**src/rtl/mem_io_bridge.sv**
```systemverilog
// Memory-port address decoder with a small board I/O register file.
// Sits between the multicycle controller/datapath and block RAM. I/O reads
// are registered so they share the RAM's one-cycle read latency.
module mem_io_bridge #(
  parameter logic [15:0] IO_BASE  = 16'hFF00,
  parameter int          TICK_DIV = 50000
) (
  input  logic        clk,
  input  logic        reset,
  input  logic [15:0] addr,
  input  logic [15:0] wr_data,
  input  logic        wr_en,
  output logic [15:0] rd_data,
  output logic [15:0] ram_addr,
  output logic [15:0] ram_wdata,
  output logic        ram_we,
  input  logic [15:0] ram_rdata,
  input  logic [9:0]  sw_in,
  input  logic [3:0]  btn_in,
  output logic [9:0]  led_out,
  output logic [15:0] hex_out
);

  localparam int              PW       = (TICK_DIV > 1) ? $clog2(TICK_DIV) : 1;
  localparam logic [PW-1:0]   PRESC_TC = PW'(TICK_DIV - 1);

  logic          io_hit;
  logic [15:0]   off;
  logic          wr_io;
  logic          we_btn, we_led, we_hex, we_timer, we_tctrl;
  logic          tick;
  logic          wrap_set;
  logic [3:0]    btn_rise;
  logic [15:0]   rd_mux;

  logic [9:0]    sw_s1, sw_s2;
  logic [3:0]    btn_s1, btn_s2, btn_prev;
  logic [3:0]    btn_evt;
  logic [9:0]    led_q;
  logic [15:0]   hex_q;
  logic [15:0]   timer_q;
  logic [PW-1:0] presc_q;
  logic          en_q;
  logic          wrap_q;
  logic          io_sel_q;
  logic [15:0]   io_q;

  assign io_hit    = (addr >= IO_BASE);
  assign off       = addr - IO_BASE;
  assign ram_addr  = addr;
  assign ram_wdata = wr_data;
  assign ram_we    = wr_en & ~io_hit;

  assign wr_io    = wr_en & io_hit;
  assign we_btn   = wr_io & (off == 16'd1);
  assign we_led   = wr_io & (off == 16'd2);
  assign we_hex   = wr_io & (off == 16'd3);
  assign we_timer = wr_io & (off == 16'd4);
  assign we_tctrl = wr_io & (off == 16'd5);

  assign tick     = en_q & (presc_q == PRESC_TC);
  // A TIMER write on a tick edge replaces the increment, so it cannot wrap.
  assign wrap_set = tick & ~we_timer & (timer_q == 16'hFFFF);
  assign btn_rise = btn_s2 & ~btn_prev;

  assign led_out = led_q;
  assign hex_out = hex_q;
  assign rd_data = io_sel_q ? io_q : ram_rdata;

  // Register-file read mux on current (pre-write) values
  always_comb begin
    rd_mux = 16'h0000;
    case (off)
      16'd0:   rd_mux = {6'b0, sw_s2};
      16'd1:   rd_mux = {12'b0, btn_evt};
      16'd2:   rd_mux = {6'b0, led_q};
      16'd3:   rd_mux = hex_q;
      16'd4:   rd_mux = timer_q;
      16'd5:   rd_mux = {14'b0, wrap_q, en_q};
      default: rd_mux = 16'h0000;
    endcase
  end

  // Synchronize switches and buttons; third button flop feeds edge detect
  always_ff @(posedge clk) begin
    if (reset) begin
      sw_s1    <= '0;
      sw_s2    <= '0;
      btn_s1   <= '0;
      btn_s2   <= '0;
      btn_prev <= '0;
    end else begin
      sw_s1    <= sw_in;
      sw_s2    <= sw_s1;
      btn_s1   <= btn_in;
      btn_s2   <= btn_s1;
      btn_prev <= btn_s2;
    end
  end

  // Sticky button events; a new edge wins over a same-edge W1C
  always_ff @(posedge clk) begin
    if (reset) btn_evt <= '0;
    else       btn_evt <= (btn_evt & ~(we_btn ? wr_data[3:0] : 4'b0)) | btn_rise;
  end

  // LED and hex display registers
  always_ff @(posedge clk) begin
    if (reset) begin
      led_q <= '0;
      hex_q <= '0;
    end else begin
      if (we_led) led_q <= wr_data[9:0];
      if (we_hex) hex_q <= wr_data;
    end
  end

  // Millisecond timer: prescaler plus 16-bit count, frozen while disabled
  always_ff @(posedge clk) begin
    if (reset) begin
      timer_q <= '0;
      presc_q <= '0;
    end else if (we_timer) begin
      timer_q <= wr_data;
      presc_q <= '0;
    end else if (en_q) begin
      presc_q <= tick ? '0 : presc_q + PW'(1);
      if (tick) timer_q <= timer_q + 16'd1;
    end
  end

  // Timer control: EN is plain RW, WRAP is sticky with W1C
  always_ff @(posedge clk) begin
    if (reset) begin
      en_q   <= 1'b0;
      wrap_q <= 1'b0;
    end else begin
      if (we_tctrl) en_q <= wr_data[0];
      wrap_q <= (wrap_q & ~(we_tctrl & wr_data[1])) | wrap_set;
    end
  end

  // Registered read path matching the RAM's one-cycle latency
  always_ff @(posedge clk) begin
    if (reset) begin
      io_sel_q <= 1'b0;
      io_q     <= '0;
    end else begin
      io_sel_q <= io_hit;
      io_q     <= rd_mux;
    end
  end

endmodule

```
**config.mk**
```make
export PLATFORM = sky130hd
export DESIGN_NAME = mem_io_bridge
export DESIGN_NICKNAME = d
export VERILOG_FILES = /design/src/rtl/mem_io_bridge.sv
export SDC_FILE = /design/constraint.sdc
export NUM_CORES = 1
export LEC_CHECK = 0
export BUFFER_PORTS_ARGS = -buffer_cell sky130_fd_sc_hd__buf_2
export CAP_MARGIN = 30
export CORE_UTILIZATION = 49
export CTS_BUF_LIST = sky130_fd_sc_hd__clkbuf_4
export CTS_CLUSTER_SIZE = 28
export DETAILED_ROUTE_END_ITERATION = 8
export PLACE_DENSITY = 0.86
export SETUP_SLACK_MARGIN = 0.1
export SYNTH_ARGS = -nofsm -noshare
export SYNTH_HDL_FRONTEND = slang
export SYNTH_SLANG_ARGS = --single-unit
```
**constraint.sdc**
```tcl
create_clock -name clk -period 2.2 [get_ports clk]
set_input_delay 0.44 -clock clk [delete_from_list [all_inputs] [get_ports clk]]
set_output_delay 0.44 -clock clk [all_outputs]
set_load 0.05 [all_outputs]
```
## Word level (Yosys, flattened, before mapping)

Index checks and enable logic that the tools add are counted.

- Bits in latches: 0
- Bits in writable memories: 0
- Register bits after elaboration: 113
- Memories kept: 0
- Memory bits (read-only): 0
- Logic and storage cells: 58

- $lt $le $gt $ge: 1
- Shift operators: 0
- Multiplexer cells: 7
- $add $sub $neg: 3
- Reductions and logical operators: 5
- Eq/ne operators: 7
- Bitwise operators: 21
- $mul: 0
- Divide/modulo/power cells: 0

Operators by type and width:

| cell | number |
|---|---|
| $pmux 16 s6 | 1 |
| $mux 16 | 5 |
| $add 16x1->16 const B | 2 |
| $eq 16x16->1 const B | 2 |
| $eq 16x2->1 const B | 2 |
| $eq 16x3->1 const B | 2 |
| $eq 16x1->1 const B | 1 |
| $ge 16x16->1 const B | 1 |
| $logic_not 16->1 | 1 |
| $sub 16x16->16 const B | 1 |
| $and 1x1->1 | 12 |
| $and 4x4->4 | 2 |
| $not 4->4 | 2 |
| $mux 4 | 1 |
| $or 4x4->4 | 1 |
| $reduce_bool 2->1 | 2 |
| $not 1->1 | 3 |
| $reduce_and 2->1 | 1 |
| $reduce_or 2->1 | 1 |
| $or 1x1->1 | 1 |

## Depth between registers and ports, before layout

Gate-level depths: netlist of the first run.

- Word-level depth: 7
- Depth in mapped cells: 8

## Worst setup path after synthesis of the first run

OpenSTA, ideal clock, no wires.

- Kind: input to register
- Start point: input addr[5]
- End point: register hex_q[10] (netlist: hex_out[10])
- Arrival: 2.126 ns
- Path buffers: 2
- Slack: -0.058 ns
- Library setup time: 0.132 ns
- Cell stages on the path: 7
- Path through: or4_4 > or3_4 > or3_1 > buf_2 > buf_6 > nand2_1 > a21oi_1

- Word-level cells in the longest chain between the ends: 3
- Elaborated cells between the ends (all ways): 5
- Those cells by class: 1 x add/sub; 1 x order compare; 1 x eq/ne; 2 x bitwise

RTL lines:

| item | line | text |
|---|---|---|
| from (decl) | 10 | `input logic [15:0] addr,` |
| $sub 16x16->16 / $ge 16x16->1 (equally long branches) | 49, 48 |  |
| $eq 16x2->1 / $and 1x1->1 (equally long branches) | 57, 54 |  |
| $and 1x1->1 * | 57 | `assign we_hex = wr_io & (off == 16'd3);` |
| to (signal assigned) | 114 | `if (we_hex) hex_q <= wr_data;` |
| to (decl) | 40 | `logic [15:0] hex_q;` |

Every way passes the cells marked *; elsewhere a longest branch is shown, timed or not.
A chain may end at the register's enable or synchronous reset.

## Worst setup path after layout of the first run

- Start point: register io_sel_q
- End point: output rd_data[3]

- Word-level cells in the longest chain between the ends: 1

RTL lines:

| item | line | text |
|---|---|---|
| from (decl) | 45 | `logic io_sel_q;` |
| from (signal assigned) | 149 | `io_sel_q <= io_hit;` |
| $mux 16 | 68 | `assign rd_data = io_sel_q ? io_q : ram_rdata;` |
| to (decl) | 13 | `output logic [15:0] rd_data,` |

Every way passes these cells.

==> results of run 1 <==
==> per-stage QoR <==
stage,area (um2),hold WS [ns]
after floorplan,4970,0.414
after detailed placement,5750,0.420
after CTS,6090,0.0850
after global routing,6100,0.0885
after global placement,5750,0.417
final,6100,0.118
==> cell families after synthesis <==
kind of cell	after synthesis	synth area share, %
and+or+nand+nor	231	24.3
DFF	113	45.6
AOI/OAI and AO/OA	77	10.1
buffers and inverters	67	7.92
xor gates and xnor gates	28	4.94
muxes	28	6.71
adders and majority gates	2	0.504
==> cell usage after synthesis (all sizes together) (9+ instances only) <==
library cell | number | area [um2]
dfxtp | 113 | 2260
nor2b | 36 | 225
nand4 | 13 | 81.3
xor2 | 11 | 96.3
nand2b | 9 | 56.3
nand3 | 13 | 65.1
nor4 | 14 | 115
a211oi | 16 | 120
xnor2 | 17 | 149
clkbuf | 18 | 67.6
mux2 | 22 | 248
nor2 | 52 | 195
a21oi | 32 | 160
buf | 42 | 299
nand2 | 64 | 240
==> registers in the layout, summed over array words and instances (netlist names), 10 cells and up <==
signal and cells:
sw_s2 10, hex_out 16, presc_q 16, sw_s1 10, io_q 16, led_out 10
timer_q 16
==> critical path: stages, from the launching register on <==
cell and delay, ns:
dfxtp_2 0.36, buf_12 0.15, mux2_2 0.33, buf_2 0.21
==> power breakdown <==
group,internal [mW],switching (mW)
clock network,0.713,0.921
logic,0.136,0.292
registers,2.08,0.0109
==> layout by cell type, fill, tap and decap left out, types with 4 or more instances in the layout <==
cell type    n
a211oi_1    16
a21oi_1     32
a222oi_1     8
a22oi_1      5
and3_1       6
and4_1       6
buf_12       5
buf_2      125
buf_4       40
clkbuf_4    17
clkinv_4     5
dfxtp_1    112
inv_1        7
inv_6        5
mux2_2      22
mux2i_1      4
nand2_1     64
nand2b_1     9
nand3_1     13
nand3b_1     4
nand4_1     13
nor2_1      52
nor2b_1     36
nor3_1       7
nor4_1      11
o21ai_0      8
xnor2_1     17
xor2_1      11
==> area by class of cell <==
cell class | count | area share, %
tap | 133 | 2.73
inverter | 7 | 0.431
clock buffer | 17 | 2.09
multi-input combinational | 366 | 37.9
timing repair buffer | 170 | 16.8
clock inverter | 15 | 2.87
sequential | 113 | 37.1
==> worst max-delay path by stage <==
| stage | startpoint | to | cells past startpoint |
|---|---|---|---|
| 2_1_floorplan | addr[6] | hex_out[10]$_SDFFE_PP0P_ | 7 |
| 3_3_place_gp | addr[6] | timer_q[6]$_SDFFE_PP0P_ | 7 |
| 3_5_place_dp | addr[6] | timer_q[6]$_SDFFE_PP0P_ | 7 |
| 4_1_cts | io_sel_q$_SDFF_PP0_ | rd_data[3] | 3 |
| 5_1_grt | presc_q[0]$_SDFFE_PP0P_ | timer_q[13]$_SDFFE_PP0P_ | 6 |
| 6_report | io_sel_q$_SDFF_PP0_ | rd_data[3] | 3 |
==> routing by layer <==
metal	vias up	GRT usage (%)	share of wire, %
met2	212	41.2	49
met4	0	11.1	1.4
met5	-	0	0
met3	18	5.97	7.2
met1	2057	30.2	42
li1	2134	-	-
==> impl_results.md, run 1 <==
* Ys async rst share at 0%
* R2r worst-path depth at 6
* Sink Count at 113
* Max-capacitance violation count at 0
* Vias per inst at 5.38
* Period minus WS final at 2.00 ns
* RSZ-0062 raised after global routing: false
* Die H at 103 um
* Max Slew Vio Count at 0
* Layout cells sized above 1 at 34.0%
* Post-synth net total at 613
* CTS tree: done
* Starting Density at 50.8%
* Worst Hold Depth at 2
* Clock H-tree levels at 4
* Synthesized flop and latch total at 113
* VDD IR-drop max at 452 uV
* EDFF count, synth at 0
* Sequential Area at 0.00226 mm2
* Outcome: finished, final reports clean
* Setup ws final at 0.195 ns
* Startpoint Class: flop
* Synth unique cells at 42
* Antenna fix cells at 0
* Post-Syn Instances at 546
* Fmax achieved at 499 MHz
* Place WS at -0.164 ns
* Clock Latency Late Sink at 0.52 ns
* Max-slew headroom at 70.1%
* Number of synthesis warnings at 0
* PwrDens at 680 mW/mm2
* Post-CTS setup buffers at 0
* Worst R2R Setup Slack at 0.25 ns
* CTS hold repair buffers at 0
* Worst Hold Class: in2reg
* DR vias at 4,421
* CTS clk-pin slew, worst paths at 0.12 ns
* Clock root buffer: clkbuf_4
* Post-synthesis instance area at 0.00496 mm2
* Min-delay src: sw_in[6]
* Core Rows at 36
* I/O Buffers at 139
* Top_reg_cell synth: dfxtp_1
* Total gr overflow at 0
* Fillers at 821
* Number of global-route vias before repair at 4,152
* Setup-failing EPs final at 0
* TritonCTS Buffers at 17
* DRT antenna net count at 0
* Die Area at 0.0105 mm2
* Worst Setup End Kind: output pin
* Worst EP arrival at 1.56 ns
* # IOs at 140
* Reg-to-Reg Start: presc_q[0]$_SDFFE_PP0P_
* Placed cells at 789
* Hold Path End: sw_s1[6]$_SDFF_PP0_
* Post-layout util at 62.4%
* Worst Max-Slew Pin Slew at 0.449 ns
* Crit path kind: reg2out
* Hold Fails Final Rpt at 0
* Routed Wire Length at 12.5 mm
* Global-route wire length before repair at 19.8 mm
* WP data required at 1.76 ns
* Power after layout at 4.15 mW
* Area of the multi-input gates at 0.00231 mm2
* DRC errors left at 0
* Reg-to-reg endpoint: timer_q[9]$_SDFFE_PP0P_
* Initial antenna violation count at 0
* Leakage power at 2.46 nW
* P&R area growth vs syn at 22.9%
* TNS Setup at 0 ns
* Seq/Total Area, Yosys at 45.6%
* Nets@finish at 742
* Routability cong. at 0.868
* Final HPWL DP at 9.07 mm
* Die width at 103 um
* CP max FO at 16
* Setup skew after layout at 0.0205 ns
* Largest net degree at the start of global routing at 43
* Initial drt markers at 384
* Final std cells w/o fill at 821
* TritonRoute pass-1 iters at 8
* Post-CTS Resized at 16
* CTS Buffer Depth at 2
* Core Area at 0.00977 mm2
* Final worst path period share at 91.1%
* Avg Cell Area, Syn at 9.09 um2
* DR WL/cell at 15.2 um
* Gr usage total at 24.7%
No activity file was read; power rests on OpenSTA's default activity.
==> inputs of run 2 (changes only) <==
CELL_PAD_IN_SITES_DETAIL_PLACEMENT = 1   (was unset)
CELL_PAD_IN_SITES_GLOBAL_PLACEMENT = 2   (was unset)
CORE_UTILIZATION = 28   (was 49)
CTS_BUF_LIST = sky130_fd_sc_hd__clkbuf_16   (was sky130_fd_sc_hd__clkbuf_4)
PLACE_DENSITY = 0.84   (was 0.86)
SLEW_MARGIN = 10   (was unset)
==> impl_results.md, run 2 (synthesis gave the netlist of run 1 again) <==
* Placed instance area at 0.00587 mm2
* Fmax achieved at 504 MHz
* TritonRoute pass-1 iters at 5
* CTS hold repair buffers at 0
* Gr usage total at 17.3%
* P&R area growth vs syn at 30.6%
* Fillers at 2,051
* Slowest-stage cell, CP: mux2_2
* Clock H-tree levels at 4
* R2r worst-path depth at 6
* Starting Density at 28.7%
* Die Area at 0.0183 mm2
* Worst EP arrival at 1.54 ns
* Hold Fails Final Rpt at 0
* Net Sw Frac at 23.0%
* DR vias at 4,414
* Antenna fix cells at 0
* CTS clk-pin slew, worst paths at 0.05 ns
* Total gr overflow at 0
* Logic pwr share at 8.2%
* CTS tree: done
* Clock share of power at 52.0%
* Design Area, Final at 0.00648 mm2
* Reg-to-reg endpoint: timer_q[12]$_SDFFE_PP0P_
* CP max stage delay at 0.36 ns
* Die width at 135 um
* Max Slew Vio Count at 0
* Routability cong. at 0.861
* CTS Buffer Depth at 2
* Outcome: finished, final reports clean
* DRC errors left at 0
* Net Sw Power at 1.21 mW
* Most frequent cells in the layout: 139 x buf_2, 113 x dfxtp_1, 63 x nand2_1
* Clock Latency Late Sink at 0.42 ns
* Final worst path period share at 90.2%
* DRT antenna net count at 0
* Global-route wire length before repair at 24.0 mm
* Internal power at 4.05 mW
* Worst Setup End Kind: output pin
* Worst setup path end: rd_data[10]
* Max-slew headroom at 68.2%
* Sink Count at 113
* Area of the multi-input gates at 0.00234 mm2
* Setup-failing EPs final at 0
* TritonCTS Buffers at 17
* PwrDens at 811 mW/mm2
* Leakage power at 2.59 nW
* Sequential Area at 0.00226 mm2
* Vias per inst at 4.83
* Post-layout util at 37.5%
* # IOs at 140
* Worst Max-Slew Pin Slew at 0.478 ns
* DR WL/cell at 16.4 um
* Crit path kind: reg2out
* RSZ-0062 raised after global routing: true
* Core Area at 0.0173 mm2
* Startpoint Class: flop
* Clock root buffer: clkbuf_16
* Core Rows at 48
* Routed Wire Length at 15.0 mm
* Setup skew after layout at 0.00615 ns
* Final HPWL DP at 11.3 mm
* Max-capacitance violation count at 0
* Worst Setup SP: io_sel_q$_SDFF_PP0_
* WP data required at 1.76 ns
* Period minus WS final at 1.98 ns
* Nets@finish at 745
* Post-CTS setup buffers at 0
* Initial drt markers at 317
* Die H at 135 um
* Seq pwr share at 39.8%
* I/O Buffers at 139
* Initial antenna violation count at 0
* Largest net degree at the start of global routing at 33
* Layout cells sized above 1 at 33.5%
* Crit path cell chain: buf_4 > mux2_2 > buf_2
* Worst R2R Setup Slack at 0.25 ns
* VDD IR-drop max at 544 uV
* Commonest non-fill, non-tap cell in the layout: buf_2
* Post-CTS Resized at 0
* Worst Hold Class: in2reg
* CP max FO at 16
* Number of global-route vias before repair at 4,587
* Reg-to-Reg Start: presc_q[0]$_SDFFE_PP0P_
run 2: critical path: cells and delay by family (launching register included):
kind	cells	cell delay [ns]
buffers and inverters	2	0.44
flip-flops	1	0.33
multiplexers	1	0.36
run 2: cell type report:
cell class | instances | share of cell area, %
multi-input combinational | 366 | 36.1
sequential | 113 | 34.9
clock buffer | 17 | 6.57
inverter | 7 | 0.406
clock inverter | 13 | 2.39
tap | 225 | 4.35
timing repair buffer | 173 | 15.3
run 2: stage by stage:
| stage | std cells | setup slack (ns) | power, mW | TNS (ns) | hold slack (ns) |
|---|---|---|---|---|---|
| finish | 914 | 0.217 | 5.26 | 0 | 0.235 |
| floorplan | 546 | -0.0310 | 2.45 | -0.310 | 0.414 |
| global placement | 884 | -0.165 | 2.56 | -4.15 | 0.423 |
| global route | 914 | 0.0860 | 5.44 | 0 | 0.233 |
| detailed placement | 884 | -0.169 | 2.57 | -5.18 | 0.425 |
| CTS | 914 | 0.151 | 5.32 | 0 | 0.220 |
run 2: worst min path at each step:
stage	from	to	slack, ns	depth (start not counted)
2_1_floorplan	btn_s1[0]$_SDFF_PP0_	btn_s2[0]$_SDFF_PP0_	0.41	1
5_1_grt	btn_in[0]	btn_s1[0]$_SDFF_PP0_	0.23	2
3_5_place_dp	btn_s1[2]$_SDFF_PP0_	btn_s2[2]$_SDFF_PP0_	0.42	1
6_report	btn_in[0]	btn_s1[0]$_SDFF_PP0_	0.24	2
4_1_cts	btn_in[2]	btn_s1[2]$_SDFF_PP0_	0.22	2
3_3_place_gp	btn_s1[0]$_SDFF_PP0_	btn_s2[0]$_SDFF_PP0_	0.42	1
run 2: power by group through the flow:
stage / sequential [mW] / clock (mW) / combinational, mW
after CTS: 2.09 / 2.79 / 0.433
after global placement: 2.13 / 0 / 0.425
final: 2.09 / 2.73 / 0.429
after global routing: 2.09 / 2.89 / 0.456
after detailed placement: 2.13 / 0 / 0.431
after floorplan: 2.13 / 0 / 0.319
run 2: layer usage:
layer,track usage [%],up-vias,routed length (um)
li1,-,2142,-
met1,20.1,2109,6410
met2,29.4,139,7320
met3,4.73,24,938
met4,7.80,0,291
met5,0,-,0
